## src/rtl/qam_pkg.sv

```systemverilog
// Shared constants, output FSM state type and parameter checks for the QAM symbol mapper.
package qam_pkg;

  localparam int L_M3 = -3;
  localparam int L_M1 = -1;
  localparam int L_P1 = 1;
  localparam int L_P3 = 3;

  typedef enum logic {
    EMPTY = 1'b0,
    FULL  = 1'b1
  } out_state_e;

  function automatic bit bits_per_sym_ok(input int bps);
    return (bps == 2) || (bps == 4);
  endfunction

endpackage

```

## src/rtl/qam_symbol_mapper_if.sv

```systemverilog
// Bit-stream input, symbol handshake and status signals of the QAM symbol mapper.
interface qam_symbol_mapper_if #(
  parameter int BITS_PER_SYM = 4,
  parameter int LVL_W        = 3
);
  logic                    bit_in;
  logic                    bit_strobe;
  logic                    align;
  logic                    sym_ready;
  logic                    sym_valid;
  logic [BITS_PER_SYM-1:0] sym_bits;
  logic signed [LVL_W-1:0] i_level;
  logic signed [LVL_W-1:0] q_level;
  logic                    overflow;
  logic [1:0]              bit_cnt;

  modport master (
    output bit_in, bit_strobe, align, sym_ready,
    input  sym_valid, sym_bits, i_level, q_level, overflow, bit_cnt
  );

  modport slave (
    input  bit_in, bit_strobe, align, sym_ready,
    output sym_valid, sym_bits, i_level, q_level, overflow, bit_cnt
  );
endinterface

```

## src/rtl/qam_gray_lut.sv

```systemverilog
// Combinational Gray-pair (or single-bit) to signed amplitude level lookup.
module qam_gray_lut
  import qam_pkg::*;
#(
  parameter int CODE_W = 2,
  parameter int LVL_W  = 3
) (
  input  logic [CODE_W-1:0]       code_i,
  output logic signed [LVL_W-1:0] level_o
);

  if (CODE_W == 1) begin : g_qpsk
    assign level_o = code_i[0] ? LVL_W'(L_P1) : LVL_W'(L_M1);
  end else begin : g_gray
    // Adjacent levels differ in exactly one bit
    always_comb begin
      level_o = LVL_W'(L_M3);
      unique case (code_i[1:0])
        2'b00: level_o = LVL_W'(L_M3);
        2'b01: level_o = LVL_W'(L_M1);
        2'b11: level_o = LVL_W'(L_P1);
        2'b10: level_o = LVL_W'(L_P3);
        default: level_o = LVL_W'(L_M3);
      endcase
    end
  end

endmodule

```

## src/rtl/qam_symbol_mapper.sv

```systemverilog
// Serial-to-symbol assembler with Gray I/Q mapping and a single-entry valid/ready output register.
module qam_symbol_mapper
  import qam_pkg::*;
#(
  parameter int BITS_PER_SYM = 4,
  parameter int LVL_W        = 3
) (
  input  logic              clock,
  input  logic              reset,
  qam_symbol_mapper_if.slave bus
);

  if (!bits_per_sym_ok(BITS_PER_SYM)) begin : g_bad_bps
    $error("qam_symbol_mapper: BITS_PER_SYM must be 2 or 4");
  end
  if (LVL_W < 3) begin : g_bad_lvl
    $error("qam_symbol_mapper: LVL_W must be at least 3");
  end

  localparam logic [1:0] LAST_CNT = 2'(BITS_PER_SYM - 1);

  logic [BITS_PER_SYM-2:0] sr_q, sr_d;
  logic [1:0]              cnt_q, cnt_d;
  logic [BITS_PER_SYM-1:0] word;
  logic                    complete;

  out_state_e              state_q, state_d;
  logic                    load;
  logic                    ovf_q, ovf_d;
  logic [BITS_PER_SYM-1:0] bits_q;
  logic signed [LVL_W-1:0] i_q, q_q;
  logic signed [LVL_W-1:0] i_map, q_map;

  assign word     = {sr_q, bus.bit_in};
  // A strobe coinciding with align starts a new word, so it never completes one
  assign complete = bus.bit_strobe && !bus.align && (cnt_q == LAST_CNT);

  always_comb begin
    sr_d  = sr_q;
    cnt_d = cnt_q;
    if (bus.align) begin
      sr_d  = bus.bit_strobe ? (BITS_PER_SYM-1)'(bus.bit_in) : '0;
      cnt_d = bus.bit_strobe ? 2'd1 : 2'd0;
    end else if (bus.bit_strobe) begin
      sr_d  = word[BITS_PER_SYM-2:0];
      cnt_d = complete ? 2'd0 : cnt_q + 2'd1;
    end
  end

  if (BITS_PER_SYM == 4) begin : g_qam16
    qam_gray_lut #(.CODE_W(2), .LVL_W(LVL_W)) u_lut_i (.code_i(word[3:2]), .level_o(i_map));
    qam_gray_lut #(.CODE_W(2), .LVL_W(LVL_W)) u_lut_q (.code_i(word[1:0]), .level_o(q_map));
  end else begin : g_qpsk
    qam_gray_lut #(.CODE_W(1), .LVL_W(LVL_W)) u_lut_i (.code_i(word[1]), .level_o(i_map));
    qam_gray_lut #(.CODE_W(1), .LVL_W(LVL_W)) u_lut_q (.code_i(word[0]), .level_o(q_map));
  end

  always_comb begin
    state_d = state_q;
    load    = 1'b0;
    ovf_d   = ovf_q;
    unique case (state_q)
      EMPTY: begin
        if (complete) begin
          load    = 1'b1;
          state_d = FULL;
        end
      end
      FULL: begin
        if (bus.sym_ready) begin
          if (complete) load = 1'b1;
          else          state_d = EMPTY;
        end else if (complete) begin
          ovf_d = 1'b1;
        end
      end
      default: state_d = EMPTY;
    endcase
  end

  always_ff @(posedge clock) begin
    if (reset) begin
      sr_q    <= '0;
      cnt_q   <= 2'd0;
      state_q <= EMPTY;
      ovf_q   <= 1'b0;
      bits_q  <= '0;
      i_q     <= '0;
      q_q     <= '0;
    end else begin
      sr_q    <= sr_d;
      cnt_q   <= cnt_d;
      state_q <= state_d;
      ovf_q   <= ovf_d;
      if (load) begin
        bits_q <= word;
        i_q    <= i_map;
        q_q    <= q_map;
      end
    end
  end

  assign bus.sym_valid = (state_q == FULL);
  assign bus.sym_bits  = bits_q;
  assign bus.i_level   = i_q;
  assign bus.q_level   = q_q;
  assign bus.overflow  = ovf_q;
  assign bus.bit_cnt   = cnt_q;

endmodule
```

## src/flat_wrapper.sv

```systemverilog
// flat-port wrapper written by rule: the top's interface ports become plain ports
module qam_symbol_mapper_flat import qam_pkg::*;
#(
  parameter int BITS_PER_SYM = 4,
  parameter int LVL_W        = 3
)
  (clock, reset, bus_bit_in, bus_bit_strobe, bus_align, bus_sym_ready, bus_sym_valid, bus_sym_bits, bus_i_level, bus_q_level, bus_overflow, bus_bit_cnt);
  qam_symbol_mapper_if #(.BITS_PER_SYM(BITS_PER_SYM), .LVL_W(LVL_W)) bus_i ();
  input  logic clock;
  input  logic reset;
  input wire logic [$bits(bus_i.bit_in)-1:0] bus_bit_in;
  input wire logic [$bits(bus_i.bit_strobe)-1:0] bus_bit_strobe;
  input wire logic [$bits(bus_i.align)-1:0] bus_align;
  input wire logic [$bits(bus_i.sym_ready)-1:0] bus_sym_ready;
  output wire logic [$bits(bus_i.sym_valid)-1:0] bus_sym_valid;
  output wire logic [$bits(bus_i.sym_bits)-1:0] bus_sym_bits;
  output wire logic [$bits(bus_i.i_level)-1:0] bus_i_level;
  output wire logic [$bits(bus_i.q_level)-1:0] bus_q_level;
  output wire logic [$bits(bus_i.overflow)-1:0] bus_overflow;
  output wire logic [$bits(bus_i.bit_cnt)-1:0] bus_bit_cnt;
  assign bus_i.bit_in = bus_bit_in;
  assign bus_i.bit_strobe = bus_bit_strobe;
  assign bus_i.align = bus_align;
  assign bus_i.sym_ready = bus_sym_ready;
  assign bus_sym_valid = bus_i.sym_valid;
  assign bus_sym_bits = bus_i.sym_bits;
  assign bus_i_level = bus_i.i_level;
  assign bus_q_level = bus_i.q_level;
  assign bus_overflow = bus_i.overflow;
  assign bus_bit_cnt = bus_i.bit_cnt;
  qam_symbol_mapper #(.BITS_PER_SYM(BITS_PER_SYM), .LVL_W(LVL_W)) u_core (.clock(clock), .reset(reset), .bus(bus_i));
endmodule
```

## config.mk

```make
export PLATFORM = sky130hd
export DESIGN_NAME = qam_symbol_mapper_flat
export DESIGN_NICKNAME = d
export VERILOG_FILES = /design/src/rtl/qam_pkg.sv /design/src/rtl/qam_symbol_mapper_if.sv /design/src/rtl/qam_gray_lut.sv /design/src/rtl/qam_symbol_mapper.sv /design/src/flat_wrapper.sv
export SDC_FILE = /design/constraint.sdc
export NUM_CORES = 1
export LEC_CHECK = 0
export ABC_CLOCK_PERIOD_IN_PS = 2100
export BUFFER_PORTS_ARGS = -buffer_cell sky130_fd_sc_hd__clkbuf_2
export CORE_MARGIN = 1
export CORE_UTILIZATION = 52
export CTS_BUF_LIST = sky130_fd_sc_hd__clkbuf_16
export DETAILED_ROUTE_END_ITERATION = 10
export PLACE_DENSITY = 0.83
export SLEW_MARGIN = 10
export SYNTH_ARGS = -nofsm -noshare
export SYNTH_HDL_FRONTEND = slang
export SYNTH_SLANG_ARGS = --single-unit
```

## constraint.sdc

```tcl
create_clock -name clock -period 2.1 [get_ports clock]
set_clock_uncertainty 0.2 [all_clocks]
set_input_delay 0.315 -clock clock [delete_from_list [all_inputs] [get_ports clock]]
set_output_delay 0.315 -clock clock [all_outputs]
set_load 0.1 [all_outputs]
```

=== Word level (Yosys, flattened, before mapping) ===
Cells that the tools add are included.

* $add $sub $neg: 1
* Equality and inequality tests: 7
* Mux-type cells: 14
* Bitwise logic cells: 2
* Reductions and logical operators: 7

{| class="wikitable"
|+ Operator list
! operator !! number
|-
| $pmux 3 s4 || 2
|-
| $eq 2x2->1 const B || 5
|-
| $mux 2 || 3
|-
| $mux 3 || 2
|-
| $mux 1 || 5
|-
| $eq 2x1->1 const B || 2
|-
| $logic_not 2->1 || 2
|-
| $pmux 1 s2 || 2
|-
| $reduce_and 3->1 || 1
|-
| $add 2x1->2 const B || 1
|-
| $logic_and 1x1->1 || 2
|-
| $not 1->1 || 2
|-
| $reduce_bool 2->1 || 1
|-
| $logic_not 1->1 || 1
|}

* Flip-flop bits (word level): 17
* Bits of input ports: 6
* Output and inout bits: 14
* Word-level logic and storage cells: 38

=== Logic depth before layout (Yosys ltp) ===
* Word-level depth: 6
* Mapped depth: 5
* Mapped depth without buffers: 5

=== Modules after synthesis ===
Synthesis repeated with hierarchy kept, for this count alone.

* Cell total of the unflattened synthesis: 87
* Area total of the unflattened synthesis: 864.6 µm²

{| class="wikitable"
|+ Modules (own cells, without submodules)
! module !! instances !! cells each !! area each (µm²) !! seq. area each (µm²)
|-
| qam_symbol_mapper || 1 || 73 || 764.5 || 340.3
|-
| qam_gray_lut || 2 || 7 || 50.0 || 0.0
|}

=== Worst setup path before layout ===
OpenSTA, ideal clock, no wires.

* Path kind: flip-flop to flip-flop
* Start: reg u_core.cnt_q[0], in the netlist u_core.bus.bit_cnt[0]
* End: reg u_core.i_q[2], in the netlist u_core.bus.i_level[2]
* Setup time: 0.070 ns
* Arrival: 1.906 ns
* Required time: 1.830 ns
* Setup slack: -0.077 ns
* Stages on the path, launching flop included: 5
* Buffers on the path: 0
* Period minus slack after synthesis: 2.177 ns
* Cells stage by stage: dfxtp_1 ha_1 nand3b_4 or3_1 a21oi_1

* Longest elaborated chain between the ends: 5

{| class="wikitable"
|+ RTL lines
! what !! line !! text
|-
| start: declaration || qam_symbol_mapper.sv:23 || <nowiki>logic [1:0] cnt_q, cnt_d;</nowiki>
|-
| start signal: assignment || qam_symbol_mapper.sv:92 || <nowiki>cnt_q <= cnt_d;</nowiki>
|-
| $eq 2x2->1 (*) || qam_symbol_mapper.sv:36 || <nowiki>assign complete = bus.bit_strobe && !bus.align && (cnt_q == LAST_CNT);</nowiki>
|-
| $logic_and 1x1->1 (*) || qam_symbol_mapper.sv:36 ||
|-
| $mux 1 (*) || qam_symbol_mapper.sv:64, qam_symbol_mapper.sv:71 ||
|-
| $mux 1 || qam_symbol_mapper.sv:70 || <nowiki>if (bus.sym_ready) begin</nowiki>
|-
| $pmux 1 s2 (*) || qam_symbol_mapper.sv:62 || <nowiki>unique case (state_q)</nowiki>
|-
| end signal: assignment || qam_symbol_mapper.sv:97 || <nowiki>i_q <= i_map;</nowiki>
|-
| end: declaration || qam_symbol_mapper.sv:31 || <nowiki>logic signed [LVL_W-1:0] i_q, q_q;</nowiki>
|}

Every way passes the cells marked *; elsewhere a longest branch is shown, timed or not.
A chain may end at the register's enable or synchronous reset.

=== Final worst setup path ===
* Start: reg u_core.cnt_q[0], in the netlist u_core.bus.bit_cnt[0]
* End: reg u_core.q_q[2], in the netlist u_core.bus.q_level[2]

* Longest elaborated chain between the ends: 5

{| class="wikitable"
|+ RTL lines
! what !! line !! text
|-
| $eq 2x2->1 (*) || qam_symbol_mapper.sv:36 ||
|-
| $logic_and 1x1->1 (*) || qam_symbol_mapper.sv:36 ||
|-
| $mux 1 (*) || qam_symbol_mapper.sv:64, qam_symbol_mapper.sv:71 ||
|-
| $mux 1 || qam_symbol_mapper.sv:70 ||
|-
| $pmux 1 s2 (*) || qam_symbol_mapper.sv:62 ||
|-
| end signal: assignment || qam_symbol_mapper.sv:98 || <nowiki>q_q <= q_map;</nowiki>
|-
| end: declaration || qam_symbol_mapper.sv:31 ||
|}

Marks and branches as above.

==> key figures <==
Outcome
  – Outcome: finished, violations left
  – Violated checks: design-rule violations

Die
  – Die area: 1530 um2
  – Initial core utilization: 55.8%
  – Die Y: 39.1 um
  – Die X: 39.1 um
  – Io pins: 20
  – Row count: 13
  – Core ar.: 1280 um2

GRT
  – GRT Total Usage: 18.0%
  – GRT overflow: 0
  – First-pass GRT wire length: 1820 um
  – Largest net degree at the start of global routing: 20
  – Vias in the first global route: 432
  – Initial antenna violation count: 0

Synthesis
  – Yosys cell types: 21
  – Yosys Warn Count: 0
  – Post-synth EDFFs: 0
  – Syn Nets: 90
  – FFs w/ async S/R, synth: 0%
  – Register area share after synthesis: 44.7%
  – Syn avg cell area: 9.08 um2
  – Post-synth top flop: dfxtp_1
  – Yosys reg bits: 16
  – Post-Syn Instances: 79
  – Post-Syn Area: 717 um2

Critical path
  – Critical path required time: 2.07 ns
  – Critical path arrival: 1.54 ns
  – CP Launch Type: register
  – R2R cell count: 4
  – CP endpoint kind: register
  – CP Max Fanout: 19
  – Critical path class: register to register

Clock tree
  – CTS Hold Bufs: 0
  – CTS max path bufs: 2
  – Worst-Skew Late Latency: 0.24 ns
  – Clk sinks: 16
  – H-tree Lvls: 1
  – Root buf cell: clkbuf_16
  – Clock transition at the registers of the reported paths: 0.05 ns
  – CTS tree: done
  – Post-cts sizing count: 0
  – TritonCTS buffer count: 3
  – Number of post-CTS setup repair buffers: 0

Place
  – Placed cells: 108
  – Hpwl dp: 827 um
  – GP Congestion: 0.708
  – Post-place setup slack: 0.519 ns
  – Port Buf Inserts: 19

Power
  – Switching power: 146 uW
  – Combinational power share: 6.4%
  – Int Power: 574 uW
  – VDD IR max: 0.000439 V
  – LEAKAGE: 0.000399 uW
  – Clock Power Share: 50.4%
  – Sw frac: 20.3%
  – Power density over the cells: 815 nW/um2
  – Share of power burned in registers: 43.2%

Final layout
  – Fin cells: 112
  – Nets: 109
  – Most frequent cells in the layout: clkbuf_2 (19), dfxtp_1 (14), a21oi_1 (12)
  – Most common cell after layout, fill and taps aside: clkbuf_2
  – Fillers: 104
  – Antenna cells: 0
  – Area Growth Syn to Fin: 23.2%
  – Layout cells sized above 1: 26.8%

Detailed routing
  – WL/cell: 10.6 um
  – Initial drt markers: 12
  – Metal2 WL: 534 um
  – Met1 WL: 568 um
  – WL final: 1190 um
  – Vias/cell: 5.12
  – Uppermost layer routed: met4
  – First-pass DRT Iterations: 7
  – Routed wl met3: 57 um
  – Residual DRC: 2
  – Vias: 573
  – ANT nets after route: 0

STA
  – Final period utilization: 74.8%
  – RSZ-0062 raised after global routing: no
  – Final Max Slew Viols: 0
  – Hold WS: 0.139 ns
  – # setup viols final: 0
  – Worst Max-Slew Pin Slew: 0.541 ns
  – Relative slew slack: 64.1%
  – Setup_tns: 0 ns
  – Fmax: 637 MHz
  – Final WS setup: 0.529 ns
  – Final Hold Vio Count: 0
  – Min Tclk post-route: 1.57 ns

Hold path
  – Hold Path Depth: 2
  – Worst min-delay path class: primary input to register

Flow run
  – Maxcap violations: 0
==> cell type report <==
type / count / area (um2) / area share (%)
well taps: 15 / 18.8 / 2.12
repair buffers: 19 / 95.1 / 10.8
inverters: 6 / 22.5 / 2.55
clock buffers: 3 / 75.1 / 8.50
clock inverters: 1 / 3.75 / 0.425
flip-flops and latches: 16 / 323 / 36.5
multi-input cells: 52 / 345 / 39.1
==> power by group through the flow <==
stage | registers [uW] | logic (uW) | clock network (uW)
after floorplan | 331 | 20.0 | 0
after global placement | 316 | 45.2 | 0
after detailed placement | 317 | 46.1 | 0
after CTS | 311 | 46.5 | 373
after global routing | 310 | 50.6 | 390
final | 311 | 46.3 | 363
==> cells by family after synthesis <==
family                   count (synthesis)  synth area share [%]
AO/OA/AOI/OAI                           22                  16.1
multiplexers                             3                  4.19
flip-flops                              16                  44.7
buffers and inverters                   11                  7.15
adder cells (fa/ha/maj)                  5                  8.73
AND/OR/NAND/NOR                         22                  19.2
==> flip-flops by register name (all words and copies together) (netlist names) <==
register	flops
u_core.bus.bit_cnt	2
u_core.bus.sym_valid	1
u_core.sr_q	3
u_core.bus.sym_bits	4
u_core.bus.q_level	3
u_core.bus.overflow	1
u_core.bus.i_level	2
==> cell usage after synthesis (2+ instances only) <==
library cell  number  area [um2]
buf_2              2        10.0
dfxtp_1           16         320
inv_1              5        18.8
buf_4              2        15.0
o21ai_1            8        40.0
or3b_1             2        17.5
a21oi_1           12        60.1
nor2_1             6        22.5
nor3_1             3        15.0
mux2i_1            3        30.0
or3_1              6        37.5
ha_1               5        62.6
==> metal layers <==
metal	vias up	track usage, %
li1	307	-
met1	242	23.1
met2	19	26.3
met3	5	5.20
met4	0	10.3
met5	-	0
==> final timing paths <==
check,startpoint,end,slack [ns]
hold / removal,bus_align,u_core.sr_q[1],0.14
setup reg to reg,u_core.bus.bit_cnt[0],u_core.bus.q_level[2],0.53
setup / recovery,u_core.bus.bit_cnt[0],u_core.bus.q_level[2],0.53
hold reg to reg,u_core.bus.overflow,u_core.bus.overflow,0.25
==> per-stage QoR <==
step           util (%)  instance area (um2)  total power (uW)
6_report           68.7                  883               720
2_1_floorplan         -                  719               351
3_5_place_dp       62.6                  805               363
3_3_place_gp       62.6                  805               362
5_1_grt            68.7                  883               751
4_1_cts            68.7                  883               730
==> critical path, stage by stage (launching register included) <==
cell	delay [ns]
dfxtp_2	0.34
ha_1	0.21
nand3b_4	0.19
or3_1	0.41
a21oi_1	0.14
No activity file was read; power rests on OpenSTA's default activity.
